==> src/rtl/mem_port_arbiter.sv <==
// mem_port_arbiter
// Shares one single-port synchronous RAM between the instruction-fetch (IF)
// and data-memory (DM) stages of the pipeline. Data accesses win by default.
// A starvation counter lets fetch win a tie once it has waited long enough.
//
// Ports:
//   CLK, CLR                      clock (rising edge), async active-low reset
//   if_req/if_addr                fetch request, held until if_ready
//   if_rdata/if_ready             fetch data and one-cycle completion pulse
//   dm_req/dm_we/dm_addr/dm_wdata data request, held until dm_ready
//   dm_rdata/dm_ready             load data and one-cycle completion pulse
//   mem_en/mem_we/mem_addr/mem_wdata  RAM strobe and request fields
//   mem_rdata                     RAM read data, valid MEM_LAT cycles after mem_en
//   conflict_cnt                  saturating count of cycles where both requests
//                                 wait with no grant and no completion
module mem_port_arbiter #(
    parameter int unsigned ADDR_W     = 32,
    parameter int unsigned DATA_W     = 32,
    parameter int unsigned MEM_LAT    = 1,
    parameter int unsigned STARVE_MAX = 4
) (
    input  logic              CLK,
    input  logic              CLR,
    input  logic              if_req,
    input  logic [ADDR_W-1:0] if_addr,
    output logic [DATA_W-1:0] if_rdata,
    output logic              if_ready,
    input  logic              dm_req,
    input  logic              dm_we,
    input  logic [ADDR_W-1:0] dm_addr,
    input  logic [DATA_W-1:0] dm_wdata,
    output logic [DATA_W-1:0] dm_rdata,
    output logic              dm_ready,
    output logic              mem_en,
    output logic              mem_we,
    output logic [ADDR_W-1:0] mem_addr,
    output logic [DATA_W-1:0] mem_wdata,
    input  logic [DATA_W-1:0] mem_rdata,
    output logic [15:0]       conflict_cnt
);

    localparam int unsigned LAT_W    = $clog2(MEM_LAT + 1);
    localparam int unsigned STARVE_W = (STARVE_MAX < 1) ? 1 : $clog2(STARVE_MAX + 1);

    typedef enum logic [1:0] {StIdle, StBusyIf, StBusyDm} state_e;

    state_e              state_q, state_d;
    logic [LAT_W-1:0]    lat_cnt_q, lat_cnt_d;
    logic [STARVE_W-1:0] starve_cnt_q, starve_cnt_d;
    logic [15:0]         conflict_cnt_q, conflict_cnt_d;
    logic [DATA_W-1:0]   if_rdata_q, if_rdata_d;
    logic [DATA_W-1:0]   dm_rdata_q, dm_rdata_d;

    logic lat_done;
    logic if_elig, dm_elig;
    logic if_cand, dm_cand;
    logic if_grant, dm_grant;

    always_comb begin
        lat_done = (state_q != StIdle) && (lat_cnt_q == LAT_W'(1));
        if_ready = (state_q == StBusyIf) && lat_done;
        dm_ready = (state_q == StBusyDm) && lat_done;

        // A requester completing this cycle cannot be granted again until
        // the next cycle, which gives back-to-back same-port accesses one IDLE gap.
        if_elig = if_req && !if_ready;
        dm_elig = dm_req && !dm_ready;

        // Chained grants go only to the port that is not finishing.
        if_cand = if_elig && ((state_q == StIdle) || ((state_q == StBusyDm) && lat_done));
        dm_cand = dm_elig && ((state_q == StIdle) || ((state_q == StBusyIf) && lat_done));

        if_grant = if_cand && (!dm_cand || (starve_cnt_q >= STARVE_W'(STARVE_MAX)));
        dm_grant = dm_cand && !if_grant;

        // Memory strobe is combinational off the grant; CLR forces it quiet so
        // the RAM sees nothing while the arbiter is held in reset.
        mem_en    = (if_grant || dm_grant) && CLR;
        mem_we    = dm_grant && dm_we && CLR;
        mem_addr  = '0;
        mem_wdata = '0;
        if (CLR) begin
            if (dm_grant) begin
                mem_addr  = dm_addr;
                mem_wdata = dm_wdata;
            end else if (if_grant) begin
                mem_addr = if_addr;
            end
        end

        if_rdata_d = if_ready ? mem_rdata : if_rdata_q;
        dm_rdata_d = dm_ready ? mem_rdata : dm_rdata_q;
        if_rdata   = if_rdata_d;
        dm_rdata   = dm_rdata_d;

        state_d   = state_q;
        lat_cnt_d = lat_cnt_q;
        if (state_q != StIdle) begin
            if (lat_done) begin
                state_d   = StIdle;
                lat_cnt_d = '0;
            end else begin
                lat_cnt_d = lat_cnt_q - LAT_W'(1);
            end
        end
        if (if_grant) begin
            state_d   = StBusyIf;
            lat_cnt_d = LAT_W'(MEM_LAT);
        end else if (dm_grant) begin
            state_d   = StBusyDm;
            lat_cnt_d = LAT_W'(MEM_LAT);
        end

        starve_cnt_d = starve_cnt_q;
        if (if_grant) begin
            starve_cnt_d = '0;
        end else if (if_req && !if_ready && (starve_cnt_q < STARVE_W'(STARVE_MAX))) begin
            starve_cnt_d = starve_cnt_q + STARVE_W'(1);
        end

        conflict_cnt_d = conflict_cnt_q;
        if (if_req && dm_req && !if_grant && !dm_grant && !if_ready && !dm_ready &&
            (conflict_cnt_q != 16'hFFFF)) begin
            conflict_cnt_d = conflict_cnt_q + 16'd1;
        end

        conflict_cnt = conflict_cnt_q;
    end

    // Reset abandons any outstanding access: returning to IDLE suppresses the
    // ready pulse, so a late mem_rdata is never forwarded.
    always_ff @(posedge CLK or negedge CLR) begin
        if (!CLR) begin
            state_q        <= StIdle;
            lat_cnt_q      <= '0;
            starve_cnt_q   <= '0;
            conflict_cnt_q <= '0;
            if_rdata_q     <= '0;
            dm_rdata_q     <= '0;
        end else begin
            state_q        <= state_d;
            lat_cnt_q      <= lat_cnt_d;
            starve_cnt_q   <= starve_cnt_d;
            conflict_cnt_q <= conflict_cnt_d;
            if_rdata_q     <= if_rdata_d;
            dm_rdata_q     <= dm_rdata_d;
        end
    end

endmodule

==> config.mk <==
export PLATFORM = sky130hd
export DESIGN_NAME = mem_port_arbiter
export DESIGN_NICKNAME = d
export VERILOG_FILES = /design/src/rtl/mem_port_arbiter.sv
export SDC_FILE = /design/constraint.sdc
export NUM_CORES = 1
export LEC_CHECK = 0
export BUFFER_PORTS_ARGS = -buffer_cell sky130_fd_sc_hd__buf_2
export CORE_AREA = 4 4 106 108
export DETAILED_ROUTE_END_ITERATION = 10
export DIE_AREA = 0 0 110 112
export GPL_ROUTABILITY_DRIVEN = 0
export HOLD_SLACK_MARGIN = 0.06
export PLACE_DENSITY = 0.77
export SLEW_MARGIN = 25
export SYNTH_ARGS = -nofsm -noshare
export SYNTH_HDL_FRONTEND = slang
export SYNTH_SLANG_ARGS = --single-unit
==> constraint.sdc <==
create_clock -name CLK -period 3.8 [get_ports CLK]
set_clock_uncertainty 0.1 [all_clocks]
set_input_delay 0 -clock CLK [delete_from_list [all_inputs] [get_ports CLK]]
set_output_delay 0 -clock CLK [all_outputs]
set_load 0.03 [all_outputs]
Yosys cells after proc, flatten, opt, wreduce, memory -nomap -nowiden --
Index checks and enable logic that the tools add are counted.
Word-level totals: word-level logic and storage cells 65, bits of input ports 133, flip-flop bits (word level) 86, output and inout port bits 148
Operators by class: multiplexer cells 17, $add $sub $neg 3, equality and inequality tests 3, reductions and logical operators 34, $lt $le $gt $ge 2
Operator list (number):
- two-way mux 32 bit | 7
- logical AND 1 bit | 19
- adder 16 x 1 -> 16 bit (second input constant) | 1
- inequality test 16 bit (second input constant) | 1
- two-way mux 2 bit | 4
- two-way mux 3 bit | 2
- nonzero test 3 bit | 2
- zero test 1 bit | 5
- logical OR 1 bit | 4
- two-way mux 1 bit | 4
- nonzero test 2 bit | 2
- adder 3 x 1 -> 3 bit (second input constant) | 1
- greater-or-equal comparator 3 bit (second input constant) | 1
- < comparator 3 bit (second input constant) | 1
- equality test 2 x 1 -> 1 bit (second input constant) | 1
- equality test 2 bit (second input constant) | 1
- zero test 2 bit | 1
- AND reduction 2 bit | 1
- subtractor 1 bit (second input constant) | 1

Longest topological paths before layout --
depth in word-level cells 16, depth in mapped cells 8, gate-level depth less buffers 6

Worst setup path after synthesis --
OpenSTA, ideal clock, no wires.
kind register to register, from reg conflict_cnt_q[0], in the netlist conflict_cnt[0], to reg conflict_cnt_q[1], in the netlist conflict_cnt[1], setup slack 1537 ps, buffers on the path 1, stages on the path, launching flop included 7, clock period less this slack 2263 ps, setup time 125 ps, arrival 2038 ps, required time 3575 ps, path through dfrtp_1 > ha_1 > and2_1 > or4b_1 > o2111a_1 > buf_6 > mux2_4
Between the ends: word-level cells in the longest chain between the ends 2, elaborated cells between the ends (all ways) 3, those cells by class 1 x add/sub; 1 x eq/ne; 1 x reduce/logical
Ends and longest elaborated chain:
- start, declared | line 50 | logic [15:0] conflict_cnt_q, conflict_cnt_d;
- start signal, assigned | line 144 | conflict_cnt_q <= conflict_cnt_d;
- parallel branches: the longest is 2 deep, another holds adder 16 x 1 -> 16 bit
Several ways; the timed one is not identified. A chain may end at the register's enable or synchronous reset.

Final worst setup path --
from reg state_q[1], to out mem_addr[26]
Between the ends: word-level cells in the longest chain between the ends 13, elaborated cells between the ends (all ways) 23, those cells by class 2 x eq/ne; 3 x mux; 18 x reduce/logical
Ends and longest elaborated chain:
- start, declared | line 47 | state_e state_q, state_d;
- start signal, assigned | line 134 | state_q <= StIdle;
- start signal, assigned | line 141 | state_q <= state_d;
- nonzero test 2 bit | line 60 | lat_done = (state_q != StIdle) && (lat_cnt_q == LAT_W'(1));
- logical AND 1 bit | line 60
- logical AND 1 bit | line 62, 70
- zero test 1 bit | line 67 | dm_elig = dm_req && !dm_ready;
- logical AND 1 bit | line 67
- logical AND 1 bit | line 71 | dm_cand = dm_elig && ((state_q == StIdle) || ((state_q == StBusyIf) && lat_done));
- zero test 1 bit | line 73 | if_grant = if_cand && (!dm_cand || (starve_cnt_q >= STARVE_W'(STARVE_MAX)));
- logical OR 1 bit | line 73
- logical AND 1 bit | line 73
- zero test 1 bit | line 74 | dm_grant = dm_cand && !if_grant;
- logical AND 1 bit | line 74
- two-way mux 32 bit (*) | line 83 | if (dm_grant) begin
- two-way mux 32 bit (*) | line 82 | if (CLR) begin
- end, declared | line 36 | output logic [ADDR_W-1:0] mem_addr,
Mark *: on every way between the ends. The rest lies on a longest branch, timed or not.

==> flow_summary.json <==
{
  "outcome": "finished clean",
  "fp.dieH_um": 112,
  "setup_ws_ns": 1.07,
  "cts_buffer_depth": 2,
  "synthesis.area_um2": 4050,
  "dpl.hpwl_um": 12300,
  "grt.total_usage": 0.255,
  "wl_per_cell_um": 17.8,
  "synth_cell_types": 36,
  "cp-start-kind": "register",
  "grt_start_max_net_pins": 79,
  "drtIter0Drc": 278,
  "grtUsageMet2": 0.406,
  "setup_viol": 0,
  "ios": 281,
  "ir_drop_uv": 605,
  "fmax_ghz": 0.367,
  "maxSlewHeadroom": 0.540,
  "synth_top_flop_cell": "dfrtp_1",
  "worstPathRequired_ns": 3.70,
  "final_common_cell": "buf_2",
  "hold_viol": 0,
  "crit_arrival_ns": 2.63,
  "grt_pass1_wl_um": 24000,
  "synth_edf_count": 0,
  "placementRows": 37,
  "dr.pass1.iters": 5,
  "grt.met3_usage": 0.0742,
  "p_per_area_nw_per_um2": 844,
  "layout_common_cells": "buf_2 (279), nand2_1 (205), dfrtp_1 (86)",
  "worstSkewPairLatency_ns": 0.35,
  "dp_slack_ns": 1.40,
  "route.final.wire_length_um": 16200,
  "async_flop_share": 1.00,
  "yosysSeqAreaShare": 0.531,
  "hold_class": "input port to output pin",
  "areaGrowthSynthToFinish_pct": 51.0,
  "dr_total_vias": 4558,
  "grt-ovfl-total": 0,
  "end_kind": "output pin",
  "fin_nets": 901,
  "start_util": 0.396,
  "crit_type": "register to output pin",
  "numPortBuffers": 280,
  "dieArea_um2": 12300,
  "vias_per_cell": 5.02,
  "clk_pin_slew_ns": 0.09,
  "period_share": 0.718,
  "rrSetupSlack_ns": 1.60,
  "ant_nets": 0,
  "post_cts_buffers": 0,
  "slew_viol_final": 0,
  "dp_cells": 855,
  "worst_pin_slew_ns": 0.690,
  "busiest_layer": "met2",
  "clock-root-buffer": "clkbuf_8",
  "synthesis.nets": 595,
  "avgSynthCellArea_um2": 8.81,
  "antenna_found_initial": 2,
  "drc": 0,
  "min_period_ns": 2.73,
  "yosys_warnings": 0,
  "core_um2": 10200,
  "clkSinkCount": 86,
  "worstPathMaxFanout": 65,
  "fin_tns_setup_ns": 0,
  "numCtsBuffers": 9,
  "post-route-util": 0.598,
  "grt_use_met1": 0.318,
  "drive_above_1_share": 0.401,
  "ys_seq_elements": 86,
  "cts_tree": "done",
  "cap_violations": 0,
  "netlist_instances": 460,
  "instances_no_fill": 908,
  "p_total_mw": 5.17,
  "cts_max_level": 3,
  "grt_pass1_vias": 4459,
  "p_leak_nw": 3.62,
  "die_x_um": 110,
  "rsz0062_at_grt": "false",
  "cts_resized": 0
}
==> flip-flops by register name (all words and copies together) (netlist names) <==
| name | cells |
|---|---|
| dm_rdata_q | 32 |
| if_rdata_q | 32 |
| conflict_cnt | 16 |
| starve_cnt_q | 3 |
| state_q | 2 |
| lat_cnt_q | 1 |
==> Yosys cell counts (2+ instances only) <==
master	instances	area share
clkbuf_2	3	0.0037
nand4_1	4	0.0062
inv_1	6	0.0056
nor3_1	2	0.0025
a22o_1	32	0.069
o21ai_0	2	0.0025
buf_2	6	0.0074
nor2_1	11	0.010
ha_1	2	0.0062
nand2b_1	3	0.0046
xnor2_1	7	0.015
nand3_1	7	0.0086
clkbuf_1	13	0.012
and2_1	35	0.054
nor4_1	2	0.0031
dfrtp_1	86	0.53
nand2_1	205	0.19
a21oi_1	3	0.0037
nand3b_1	3	0.0056
buf_1	2	0.0019
nor2b_1	3	0.0046
xor2_1	7	0.015
and3_1	3	0.0046
==> logic make-up (layout without fill, tap and decap cells) <==
group / count (synthesis) / in the layout / share of synthesized area
simple gates: 282 / 282 / 0.304
other cells: 0 / 1 / 0
flops: 86 / 86 / 0.531
xor+xnor: 14 / 14 / 0.0303
mux: 3 / 3 / 0.00895
buf+inv: 31 / 342 / 0.0334
compound gates: 41 / 41 / 0.0840
fa+ha+maj: 3 / 3 / 0.00865
==> final timing paths <==
| path | from | end | depth (start not counted) |
|---|---|---|---|
| min in group asynchronous | CLR | conflict_cnt[1]$_DFFE_PN0P_ | 3 |
| worst max-delay path | state_q[1]$_DFFE_PN0P_ | mem_addr[26] | 7 |
| worst min-delay path | dm_wdata[13] | mem_wdata[13] | 3 |
| max in group asynchronous | CLR | starve_cnt_q[1]$_DFFE_PN0P_ | 3 |
| worst max register to register | conflict_cnt[0]$_DFFE_PN0P_ | conflict_cnt[1]$_DFFE_PN0P_ | 5 |
| worst min register to register | if_rdata_q[24]$_DFF_PN0_ | if_rdata_q[24]$_DFF_PN0_ | 2 |
==> repair_timing <==
action                                  in CTS  in global routing
endpoints found under the setup margin       0                  0
endpoints found under the hold margin      157                  0
hold buffers                                36                  0
==> layout make-up <==
cell class,count,area (um2)
timing repair buffer,320,1800
tap,136,170
multi-input combinational,343,1770
antenna,1,2.50
sequential,86,2150
clock buffer,9,124
inverter,6,22.5
fill,889,4110
clock inverter,7,78.8
==> per-layer routing <==
metal / share of wire / vias up
li1: - / 2102
met1: 0.38 / 2159
met2: 0.49 / 256
met3: 0.089 / 41
met4: 0.040 / 0
met5: 0 / -
==> per-stage QoR <==
step                      instance area, um2  hold WS [ns]
after floorplan                         4050        -0.396
after global placement                  5550        -0.252
after detailed placement                5550        -0.247
after CTS                               6110         0.256
after global routing                    6120         0.276
final                                   6120         0.256
==> power by group <==
group	switching [mW]	internal, mW
sequential	0.146	1.29
combinational	2.24	0.818
clock	0.352	0.315
total	2.74	2.43
==> worst max-delay path, stage by stage (launching register included) <==
cell	delay [ns]
dfrtp_1	0.46
nand2b_1	0.22
o211a_2	0.29
nand2b_1	0.18
nor3_2	0.11
buf_4	0.48
a22o_1	0.29
buf_2	0.23
Power figures use the tool's default switching activity.
